[src/rtl/qif_pkg.sv]
// qif_pkg: shared defaults, event record type and saturation helper for the QIF neuron array.
//   QIF_*        default parameter values used by qif_neuron_array and qif_evt_fifo
//   qif_event_t  {ch, ts} event record at the default channel/timestamp widths
//   sat_w        clamp a signed 64-bit value to the signed range of a w-bit word
package qif_pkg;

   localparam int QIF_W        = 8;
   localparam int QIF_N_CH     = 4;
   localparam int QIF_V_TH     = 50;
   localparam int QIF_V_RESET  = -20;
   localparam int QIF_REFRAC   = 2;
   localparam int QIF_I_SHIFT  = 2;
   localparam int QIF_Q_SHIFT  = 3;
   localparam int QIF_EV_DEPTH = 4;
   localparam int QIF_TS_W     = 16;
   localparam int QIF_CW       = (QIF_N_CH > 1) ? $clog2(QIF_N_CH) : 1;

   typedef struct packed {
      logic [QIF_CW-1:0]   ch;
      logic [QIF_TS_W-1:0] ts;
   } qif_event_t;

   function automatic logic signed [63:0] sat_w(input logic signed [63:0] x, input int w);
      logic signed [63:0] hi;
      logic signed [63:0] lo;
      hi = (64'sd1 <<< (w - 1)) - 64'sd1;
      lo = -hi - 64'sd1;
      return (x > hi) ? hi : (x < lo) ? lo : x;
   endfunction

endpackage

[src/rtl/qif_evt_fifo.sv]
// qif_evt_fifo: synchronous event FIFO with simultaneous push/pop, including at full.
//   clk, rst_n      clock; asynchronous active-high reset (empties the FIFO)
//   push, push_data write request and payload (ignored when full unless popping)
//   pop             read request (ignored when empty)
//   head            oldest entry, valid while !empty
//   count           number of stored entries, 0..DEPTH
//   full, empty     occupancy flags
module qif_evt_fifo
   import qif_pkg::*;
#(
   parameter type T     = qif_event_t,
   parameter int  DEPTH = QIF_EV_DEPTH,
   localparam int AW    = $clog2(DEPTH)
) (
   input  logic        clk,
   input  logic        rst_n,
   input  logic        push,
   input  T            push_data,
   input  logic        pop,
   output T            head,
   output logic [AW:0] count,
   output logic        full,
   output logic        empty
);

   localparam logic [AW:0] FULL_CNT = (AW+1)'(DEPTH);

   T              mem [DEPTH];
   logic [AW-1:0] wp;
   logic [AW-1:0] rp;
   logic          wr;
   logic          rd;

   // At full with a pop, wp equals rp: the new entry lands in the slot being vacated.
   always_comb begin
      full  = count == FULL_CNT;
      empty = count == '0;
      wr    = push && (!full || pop);
      rd    = pop && !empty;
      head  = mem[rp];
   end

   always_ff @(posedge clk or posedge rst_n) begin
      if (rst_n) begin
         wp    <= '0;
         rp    <= '0;
         count <= '0;
      end else begin
         if (wr) wp <= wp + AW'(1);
         if (rd) rp <= rp + AW'(1);
         count <= count + (AW+1)'(wr) - (AW+1)'(rd);
      end
   end

   always_ff @(posedge clk) begin
      if (wr) mem[wp] <= push_data;
   end

endmodule

[src/rtl/qif_neuron_array.sv]
// qif_neuron_array: N_CH time-multiplexed quadratic integrate-and-fire neurons on one saturating datapath.
//   clk, rst_n                  clock; asynchronous active-high reset
//   i_valid/i_ready/i_ch/i_syn  update request: channel and signed synaptic current
//   v_valid/v_ch/v_mem/v_spike  one-cycle result pulse: channel, new membrane value, fired flag
//   ev_valid/ev_ready/ev_ch/ev_ts  spike event FIFO read port (head channel and timestamp)
//   ev_drop                     saturating count of events lost to a full FIFO
// Build option QIF_EVT_BACKPRESSURE_EN: throttle i_ready so every in-flight spike
// is guaranteed FIFO space; otherwise i_ready is tied high and overflow drops events.
module qif_neuron_array
   import qif_pkg::*;
#(
   parameter int  W        = QIF_W,
   parameter int  N_CH     = QIF_N_CH,
   parameter int  V_TH     = QIF_V_TH,
   parameter int  V_RESET  = QIF_V_RESET,
   parameter int  REFRAC   = QIF_REFRAC,
   parameter int  I_SHIFT  = QIF_I_SHIFT,
   parameter int  Q_SHIFT  = QIF_Q_SHIFT,
   parameter int  EV_DEPTH = QIF_EV_DEPTH,
   parameter int  TS_W     = QIF_TS_W,
   localparam int CW       = (N_CH > 1) ? $clog2(N_CH) : 1
) (
   input  logic                clk,
   input  logic                rst_n,
   input  logic                i_valid,
   output logic                i_ready,
   input  logic [CW-1:0]       i_ch,
   input  logic signed [W-1:0] i_syn,
   output logic                v_valid,
   output logic [CW-1:0]       v_ch,
   output logic signed [W-1:0] v_mem,
   output logic                v_spike,
   output logic                ev_valid,
   input  logic                ev_ready,
   output logic [CW-1:0]       ev_ch,
   output logic [TS_W-1:0]     ev_ts,
   output logic [7:0]          ev_drop
);

   localparam int SW = 2 * W + 2;
   localparam int AW = $clog2(EV_DEPTH);
   localparam logic signed [W-1:0] VTH = V_TH[W-1:0];
   localparam logic signed [W-1:0] VR  = V_RESET[W-1:0];
   localparam logic [3:0]          RF  = REFRAC[3:0];
   localparam logic [CW:0]         NCH = (CW+1)'(N_CH);

   typedef struct packed {
      logic [CW-1:0]   ch;
      logic [TS_W-1:0] ts;
   } ev_t;

   logic signed [W-1:0] v_q [N_CH];
   logic [3:0]          r_q [N_CH];

   logic                s1_valid;
   logic [CW-1:0]       s1_ch;
   logic signed [W-1:0] s1_syn;

   logic signed [W-1:0]  v_cur;
   logic signed [W-1:0]  syn_sh;
   logic signed [W-1:0]  q_sh;
   logic signed [W-1:0]  v_sat;
   logic signed [W-1:0]  v_nxt;
   logic signed [SW-1:0] sum;
   logic [3:0]           r_cur;
   logic [3:0]           r_nxt;
   logic                 ch_ok;
   logic                 at_th;
   logic                 upd;
   logic                 fire;

   logic [TS_W-1:0] ts;
   ev_t             ev_in;
   ev_t             ev_head;
   logic [AW:0]     ev_count;
   logic            ev_full;
   logic            ev_empty;
   logic            ev_push;
   logic            ev_pop;
   logic            drop;

   // S1 compute: refractory hold beats threshold test, which beats integration.
   // The threshold is tested on the stored (pre-update) value, so a crossing fires
   // on the channel's following update.
   always_comb begin
      ch_ok  = {1'b0, s1_ch} < NCH;
      v_cur  = v_q[s1_ch];
      r_cur  = r_q[s1_ch];
      syn_sh = s1_syn >>> I_SHIFT;
      q_sh   = v_cur >>> Q_SHIFT;
      sum    = SW'(v_cur) + SW'(syn_sh) + SW'(q_sh) * SW'(q_sh);
      v_sat  = W'(sat_w(64'(sum), W));
      at_th  = v_cur >= VTH;
      upd    = s1_valid && ch_ok;
      fire   = upd && r_cur == 4'd0 && at_th;
      v_nxt  = (r_cur != 4'd0 || at_th) ? VR : v_sat;
      r_nxt  = (r_cur != 4'd0) ? r_cur - 4'd1 : (at_th ? RF : 4'd0);
      ev_in  = '{ch: s1_ch, ts: ts};
      ev_pop = ev_ready && !ev_empty;
      ev_push = fire && (!ev_full || ev_pop);
      drop   = fire && !ev_push;
   end

`ifdef QIF_EVT_BACKPRESSURE_EN
   // Admit a request only if the FIFO can still absorb a spike from it and from
   // whatever S1 currently holds.
   assign i_ready = (ev_count < (AW+1)'(EV_DEPTH - 1)) ||
                    (ev_count == (AW+1)'(EV_DEPTH - 1) && !s1_valid);
`else
   assign i_ready = 1'b1;
`endif

   assign ev_valid = ev_count != '0;
   assign ev_ch    = ev_head.ch;
   assign ev_ts    = ev_head.ts;

   // Write-back and the next capture share an edge, so back-to-back updates to one
   // channel read the fresh value without forwarding.
   always_ff @(posedge clk or posedge rst_n) begin
      if (rst_n) begin
         for (int i = 0; i < N_CH; i++) begin
            v_q[i] <= '0;
            r_q[i] <= '0;
         end
         s1_valid <= 1'b0;
         s1_ch    <= '0;
         s1_syn   <= '0;
         ts       <= '0;
         v_valid  <= 1'b0;
         v_ch     <= '0;
         v_mem    <= '0;
         v_spike  <= 1'b0;
         ev_drop  <= '0;
      end else begin
         ts       <= ts + TS_W'(1);
         s1_valid <= i_valid && i_ready;
         if (i_valid && i_ready) begin
            s1_ch  <= i_ch;
            s1_syn <= i_syn;
         end
         v_valid <= upd;
         if (upd) begin
            v_q[s1_ch] <= v_nxt;
            r_q[s1_ch] <= r_nxt;
            v_ch       <= s1_ch;
            v_mem      <= v_nxt;
            v_spike    <= fire;
         end
         if (drop && ev_drop != 8'hFF) ev_drop <= ev_drop + 8'd1;
      end
   end

   qif_evt_fifo #(
      .T     (ev_t),
      .DEPTH (EV_DEPTH)
   ) u_fifo (
      .clk       (clk),
      .rst_n     (rst_n),
      .push      (ev_push),
      .push_data (ev_in),
      .pop       (ev_pop),
      .head      (ev_head),
      .count     (ev_count),
      .full      (ev_full),
      .empty     (ev_empty)
   );

endmodule

[config.mk]
export PLATFORM = sky130hd
export DESIGN_NAME = qif_neuron_array
export DESIGN_NICKNAME = d
export VERILOG_FILES = /design/src/rtl/qif_pkg.sv /design/src/rtl/qif_evt_fifo.sv /design/src/rtl/qif_neuron_array.sv
export SDC_FILE = /design/constraint.sdc
export NUM_CORES = 1
export LEC_CHECK = 0
export BUFFER_PORTS_ARGS = -buffer_cell sky130_fd_sc_hd__buf_2
export CORE_AREA = 2 2 146 112
export DETAILED_ROUTE_END_ITERATION = 10
export DIE_AREA = 0 0 148 114
export GPL_ROUTABILITY_DRIVEN = 0
export MAX_ROUTING_LAYER = met4
export PLACE_DENSITY_LB_ADDON = 0.25
export RECOVER_POWER = 50
export SYNTH_ARGS = -nofsm -noshare
export SYNTH_HDL_FRONTEND = slang
export SYNTH_SLANG_ARGS = --single-unit
[constraint.sdc]
create_clock -name clk -period 5.2 [get_ports clk]
set_input_delay 0.52 -clock clk [delete_from_list [all_inputs] [get_ports clk]]
set_output_delay 0.52 -clock clk [all_outputs]
set_load 0.01 [all_outputs]
==> summary.md, run 1 <==
| Metric | Value |
|---|---|
| I/O pin cnt | `54` |
| Post-DP Area | `0.009221 mm^2` |
| Avg Vias per Cell | `5.404` |
| Largest net degree at the start of global routing | `65` |
| Ys Warns | `0` |
| Adder-Cell Fraction of Synth Area | `0.1202` |
| Share of cells above drive strength 1 | `0.3049` |
| Reg2Reg Launch Point | `s1_ch[0]` |
| Die Ht | `114 um` |
| Yosys cell types | `47` |
| Num CTS Buffers | `17` |
| XOR/XNOR share of the synthesized area | `0.04280` |
| Top cells by area, synth | `dfrtp_1 30%, edfxtp_1 26%, mux4_2 8.1%` |
| CP Data Required Time | `5.48 ns` |
| Core Box Area | `0.01562 mm^2` |
| Final worst slack | `-0.3936 ns` |
| Vias post-DR | `5193` |
| Vias in the first global route | `5291` |
| CTS tree | `yes` |
| RSZ-0062 raised after global routing | `true` |
| Hold crit path type | `in -> reg` |
| Sequential area share after synthesis | `0.5560` |
| Crit Path Category | `reg -> reg` |
| DR WL/cell | `17.67 um` |
| Transition time of the tightest slew-check pin | `1.788 ns` |
| Outcome | `complete, but fails checks` |
| Synth Register Bits | `172` |
| Compound-Gate Fraction of Synth Area | `0.05966` |
| # nets final | `817` |
| GR Util All Layers | `0.2183` |
| Die span in x | `148 um` |
| Avg Inst Size Synth | `roughly 13 um^2` |
| Hold Path Origin | `i_syn[2]` |
| Num rows | `40` |
| Async SR Flop Fraction | `0.5814` |
| DRC Markers | `0` |
| Endpoints failing hold | `0` |
| Maximum clock path buffer count | `2` |
| Min Clock Period, post-route | `5.594 ns` |
| Clk_lat worst skew | `0.43 ns` |
| Main combinational cell family by area after synthesis | `adder cells` |
| Root buffer cell | `clkbuf_16` |
| Starting Density | `0.5373` |
| Critical path capture point type | `flop` |
| Worst Setup SP | `s1_ch[0]` |
| Final WL | `approximately 17 mm` |
| Mapped Nets | `715` |
| FILL cells | `1131` |
| FMAX | `178.8 MHz` |
| Share of the synthesized area in the top cell type | `0.2983` |
| Post-synth top area cell | `dfrtp_1` |
| CP arrival | `5.87 ns` |
| Area growth syn-to-layout | `20.72%` |
| Detail Route Antenna Nets | `0` |
| CP Max Fanout | `10` |
| Max cap viols | `1` |
| N_diodes | `0` |
| Syn Std Cell Area | `about 0.0084 mm^2` |
| Initial antenna violation count | `0` |
| Drt initial violations | `361` |
| First-pass GRT wire length | `27.28 mm` |
| Top_reg_cell synth | `dfrtp_1` |
| Number of enable flip-flop cells after synthesis | `72` |
| Mux share of post-synthesis cell area | `0.09754` |
| Simple-gate area share of the yosys netlist | `0.08262` |
| IO Port Bufs | `50` |
| H-tree depth | `4` |
| Setup violators final | `35` |
| Period utilization | `1.076` |
| Setup Skew | `0.01918 ns` |
| Die footprint | `between 0.015 and 0.02 mm^2` |
| Worst slew margin | `-0.1986` |
| Final instance area | `a little over 0.01 mm^2` |
| Global route total overflow | `0` |
| Failing checks | `max-capacitance violations, max-slew violations, negative setup slack` |
| CTS Hold Buffers Added | `0` |
| Final HPWL DP | `11.38 mm` |
| Pre-CTS setup slack | `-0.4018 ns` |
| Synth Instances | `636` |
| Worst Setup Start Kind | `flop` |
| Max-slew violation count | `38` |
| Clk sinks | `about 170` |
| Clk slew on worst S/H paths | `0.07 ns` |
| Pre-antenna DRT Iters | `5` |
[area by class of cell]
class | instances | area (um^2) | area share
tap | 210 | 262.8 | 0.02595
multi-input combinational | 378 | 3670 | 0.3624
sequential | 172 | 4666 | 0.4607
inverter | 63 | 237.7 | 0.02347
timing repair buffer | 106 | 729.5 | 0.07203
clock inverter | 10 | 76.32 | 0.007536
clock buffer | 22 | 485.5 | 0.04794
[state kept, by name, indices dropped and copies added (netlist names), 3 cells and up]
register / cells
u_fifo.count: 3
v_mem: 8
u_fifo.mem: 72
s1_syn: 6
v_q: 32
r_q: 16
ev_drop: 8
ts: 16
[cell usage after synthesis (all sizes together), types with 2 or more instances]
cell    count
nor2b       2
and3        9
nand3       7
a21o        5
a31o        2
or3         5
clkbuf     14
nor3b       3
ha         39
nand2      54
nand4       7
buf         9
nor3        5
mux4       30
xnor2      29
mux2       10
or2         2
and2       12
nor2       34
fa         26
o21ai      36
a21oi       8
a31oi      21
edfxtp     72
inv        63
o211ai      5
dfrtp     100
xor2       12
mux2i       3
[critical path, stage by stage (launching register included)]
cell	delay, ns
dfrtp_2	0.46
mux4_2	0.66
and2_4	0.21
fa_2	0.60
inv_2	0.07
fa_2	0.54
inv_2	0.04
fa_2	0.52
fa_2	0.46
ha_4	0.25
and3_1	0.22
nor3_4	0.30
xnor2_1	0.15
o31a_1	0.36
nor3_4	0.21
buf_12	0.15
clkbuf_16	0.14
a31oi_1	0.08
[metrics by stage]
stage                       util  std cells  setup TNS [ns]  hold slack [ns]
after global routing      0.6486        961          -17.26           0.3166
final                     0.6486        961          -10.96           0.3211
after CTS                 0.6296        954          -8.480           0.1441
after detailed placement  0.5905        917          -13.50           0.4659
after floorplan                -        636         -0.6324           0.4446
after global placement    0.5905        917          -11.50           0.4562
[logic make-up (layout without fill, tap and decap cells)]
| logic type | count (synthesis) | after routing |
|---|---|---|
| multiplexers | 43 | 43 |
| flip-flops | 172 | 172 |
| XOR/XNOR | 41 | 41 |
| AND/OR/NAND/NOR | 145 | 145 |
| AO/OA/AOI/OAI | 83 | 83 |
| buffers and inverters | 86 | 201 |
| adder cells (fa/ha/maj) | 65 | 65 |
| other | 1 | 1 |
[timing repair]
| item | 4_1_cts | 5_1_grt |
|---|---|---|
| endpoints found under the setup margin | 40 | 40 |
| gates cloned | 0 | 2 |
| gates resized for setup | 4 | 50 |
| pin swaps | 3 | 15 |
| endpoints found under the hold margin | 0 | 0 |
| setup buffers | 5 | 6 |
[path summary, 6_finish.rpt]
kind / to / slack [ns] / cells past startpoint
max: v_q[18] / -0.39 / 17
min: s1_syn[2] / 0.32 / 2
max reg2reg: v_q[18] / -0.39 / 17
min reg2reg: r_q[9] / 0.48 / 2
max in group asynchronous: s1_ch[0] / 3.16 / 3
min in group asynchronous: ts[1] / 0.53 / 2
[cell usage in the layout, fill, tap and decap left out, types with 4 or more instances in the layout]
master,netlist,routed
and2_1,12,10
fa_2,0,4
and3_1,9,9
nand2_1,54,54
o21ai_1,0,4
edfxtp_1,72,72
or3_1,5,5
buf_4,2,52
nand4_1,7,7
a31oi_1,21,18
o21ai_2,0,11
mux4_2,30,30
a21oi_1,8,7
o211ai_1,4,4
dfrtp_1,100,99
a21o_1,5,4
buf_2,3,49
xnor2_1,29,28
xor2_1,12,12
nor2_1,33,32
o21ai_0,36,20
inv_1,63,54
inv_2,0,8
mux2_2,8,8
fa_1,26,22
nand3_1,7,6
ha_1,39,32
clkbuf_16,0,20
ha_4,0,6
[routing by layer]
| layer | vias up | part of all wire | GRT usage |
|---|---|---|---|
| met3 | 11 | 0.035 | 0.04240 |
| met1 | 2621 | 0.47 | 0.2995 |
| li1 | 2458 | - | - |
| met5 | - | 0 | - |
| met2 | 103 | 0.49 | 0.3361 |
| met4 | 0 | 0.010 | 0.06794 |
Power of run 1 is left out: the tool's default activity adds up to more than one toggle a clock period on the data nets, which glitch-free logic cannot reach.
==> inputs of run 2 (changes only) <==
- MAX_ROUTING_LAYER: met4 -> default
==> summary.md, run 2 (synthesis gave the netlist of run 1 again) <==
| Metric | Value |
|---|---|
| Outcome | `complete, but fails checks` |
| Failing checks | `max-capacitance violations, max-slew violations, negative setup slack` |
| Transition time of the tightest slew-check pin | `1.789 ns` |
| Vias post-DR | `5217` |
| Hold path cells | `3` |
| Largest net degree at the start of global routing | `65` |
| Hold crit path type | `in -> reg` |
| Vias in the first global route | `5293` |
| Endpoints failing hold | `0` |
| CP arrival | `5.89 ns` |
| Min Clock Period, post-route | `5.611 ns` |
| Pre-CTS setup slack | `-0.4018 ns` |
| Setup TNS | `-11.43 ns` |
| Share of cells above drive strength 1 | `0.3049` |
| DRC Markers | `0` |
| I/O pin cnt | `54` |
| Commonest non-fill, non-tap cell in the layout | `dfrtp_1` |
| Hold slack | `0.3193 ns` |
| Final worst slack | `-0.4109 ns` |
| # nets final | `817` |
| Maximum clock path buffer count | `2` |
| Biggest regs | `u_fifo.mem: 72 flops, v_q: 32 flops` |
| Initial antenna violation count | `0` |
| Max-slew violation count | `38` |
| Max reg flops | `72` |
| Die footprint | `0.01687 mm^2` |
| Cell mode on critical path | `fa_2` |
| CP Max Fanout | `10` |
| Worst Setup Start Kind | `flop` |
| First-pass GRT wire length | `27.27 mm` |
| Critical path capture point type | `flop` |
| Detail Route Antenna Nets | `0` |
| Core Box Area | `0.01562 mm^2` |
| FILL cells | `1131` |
| Die Ht | `114 um` |
| Final WL | `17.07 mm` |
| Met3 wire len | `732 um` |
| Period utilization | `1.079` |
| WP depth | `17` |
| Buffer and inverter count on the worst path | `4` |
| GR Util All Layers | `0.2118` |
| Max cap viols | `1` |
| Final HPWL DP | `11.38 mm` |
| Crit Path Category | `reg -> reg` |
| CP max stage delay | `0.65 ns` |
| Worst-path cell chain | `mux4_2 -> and2_4 -> fa_2 -> inv_2 -> fa_2 -> inv_2 -> fa_2 -> fa_2 -> ha_4 -> and3_1 -> nor3_4 -> xnor2_1 -> o31a_1 -> nor3_4 -> buf_12 -> clkbuf_16 -> a31oi_1` |
| CP max-delay cell | `mux4_2` |
| Worst slew margin | `-0.1990` |
| Final instance area | `just over 0.01 mm^2` |
| Setup Skew | `0.01656 ns` |
| Setup violators final | `35` |
| DR WL/cell | `17.76 um` |
| Post-DP Area | `0.009221 mm^2` |
| Clk_lat worst skew | `0.43 ns` |
| Root buffer cell | `clkbuf_16` |
| Global route total overflow | `0` |
| Clk sinks | `172` |
| Avg Vias per Cell | `5.429` |
| Pre-antenna DRT Iters | `4` |
| H-tree depth | `4` |
| N_diodes | `0` |
| CTS tree | `yes` |
| Starting Density | `0.5373` |
| Worst reg2reg path depth | `17` |
| RSZ-0062 raised after global routing | `true` |
| Most frequent cells in the layout | `99 x dfrtp_1, 72 x edfxtp_1, 54 x inv_1, 54 x nand2_1, 52 x buf_4` |
| CP Data Required Time | `5.48 ns` |
| Num CTS Buffers | `17` |
| Die span in x | `148 um` |
| Crit path max-delay family | `adder cells` |
| Uppermost routed layer | `met4` |
| Num rows | `40` |
| FMAX | `178.2 MHz` |
| Most flop-heavy register | `u_fifo.mem` |
| IO Port Bufs | `50` |
| Clk slew on worst S/H paths | `0.07 ns` |
| Area growth syn-to-layout | `20.72%` |
| Drt initial violations | `321` |
| WL met2 | `8.225 mm` |
| Routed met1 length | `7.840 mm` |
==> run 2: cell counts in the layout (fill, tap and decap cells not counted) <==
Identical to the previous run, type by type.
==> run 2: stage by stage <==
step	utilization	std cells
floorplan	-	636
global route	0.6486	961
global placement	0.5905	917
CTS	0.6296	954
detailed placement	0.5905	917
finish	0.6486	961
==> run 2: area by class of cell <==
class | count | area [um^2] | area share
multi-input combinational | 378 | 3670 | 0.3624
timing repair buffer | 106 | 729.5 | 0.07203
tap | 210 | 262.8 | 0.02595
clock inverter | 10 | 76.32 | 0.007536
clock buffer | 22 | 485.5 | 0.04794
sequential | 172 | 4666 | 0.4607
inverter | 63 | 237.7 | 0.02347
==> run 2: worst reg2reg max path, cell delays in order, from the launching register on <==
cell       delay, ns
dfrtp_2         0.47
mux4_2          0.65
and2_4          0.23
fa_2            0.60
inv_2           0.07
fa_2            0.54
inv_2           0.04
fa_2            0.52
fa_2            0.46
ha_4            0.25
and3_1          0.22
nor3_4          0.30
xnor2_1         0.15
o31a_1          0.36
nor3_4          0.21
buf_12          0.15
clkbuf_16       0.15
a31oi_1         0.08
==> run 2: repair_timing <==
action,in CTS,in global routing
hold buffers,0,0
pin swaps,3,15
gates resized for setup,4,50
gates cloned,0,2
setup endpoints to repair,40,40
setup buffers,5,6
==> run 2: worst paths after layout <==
| check | from | end | slack (ns) |
|---|---|---|---|
| setup / recovery | s1_ch[0] | v_q[18] | -0.41 |
| hold / removal | i_syn[5] | s1_syn[5] | 0.32 |
| setup reg to reg | s1_ch[0] | v_q[18] | -0.41 |
| hold reg to reg | r_q[9] | r_q[9] | 0.48 |
| max in group asynchronous | rst_n | s1_ch[0] | 3.17 |
| min in group asynchronous | rst_n | ts[1] | 0.53 |
==> run 2: metal layers <==
layer  up-vias  global-route usage
met1      2632              0.2997
met4         0             0.06794
li1       2456                   -
met2       113              0.3358
met5         -                   0
met3        16             0.04240
Power of run 2 is left out for the same reason.
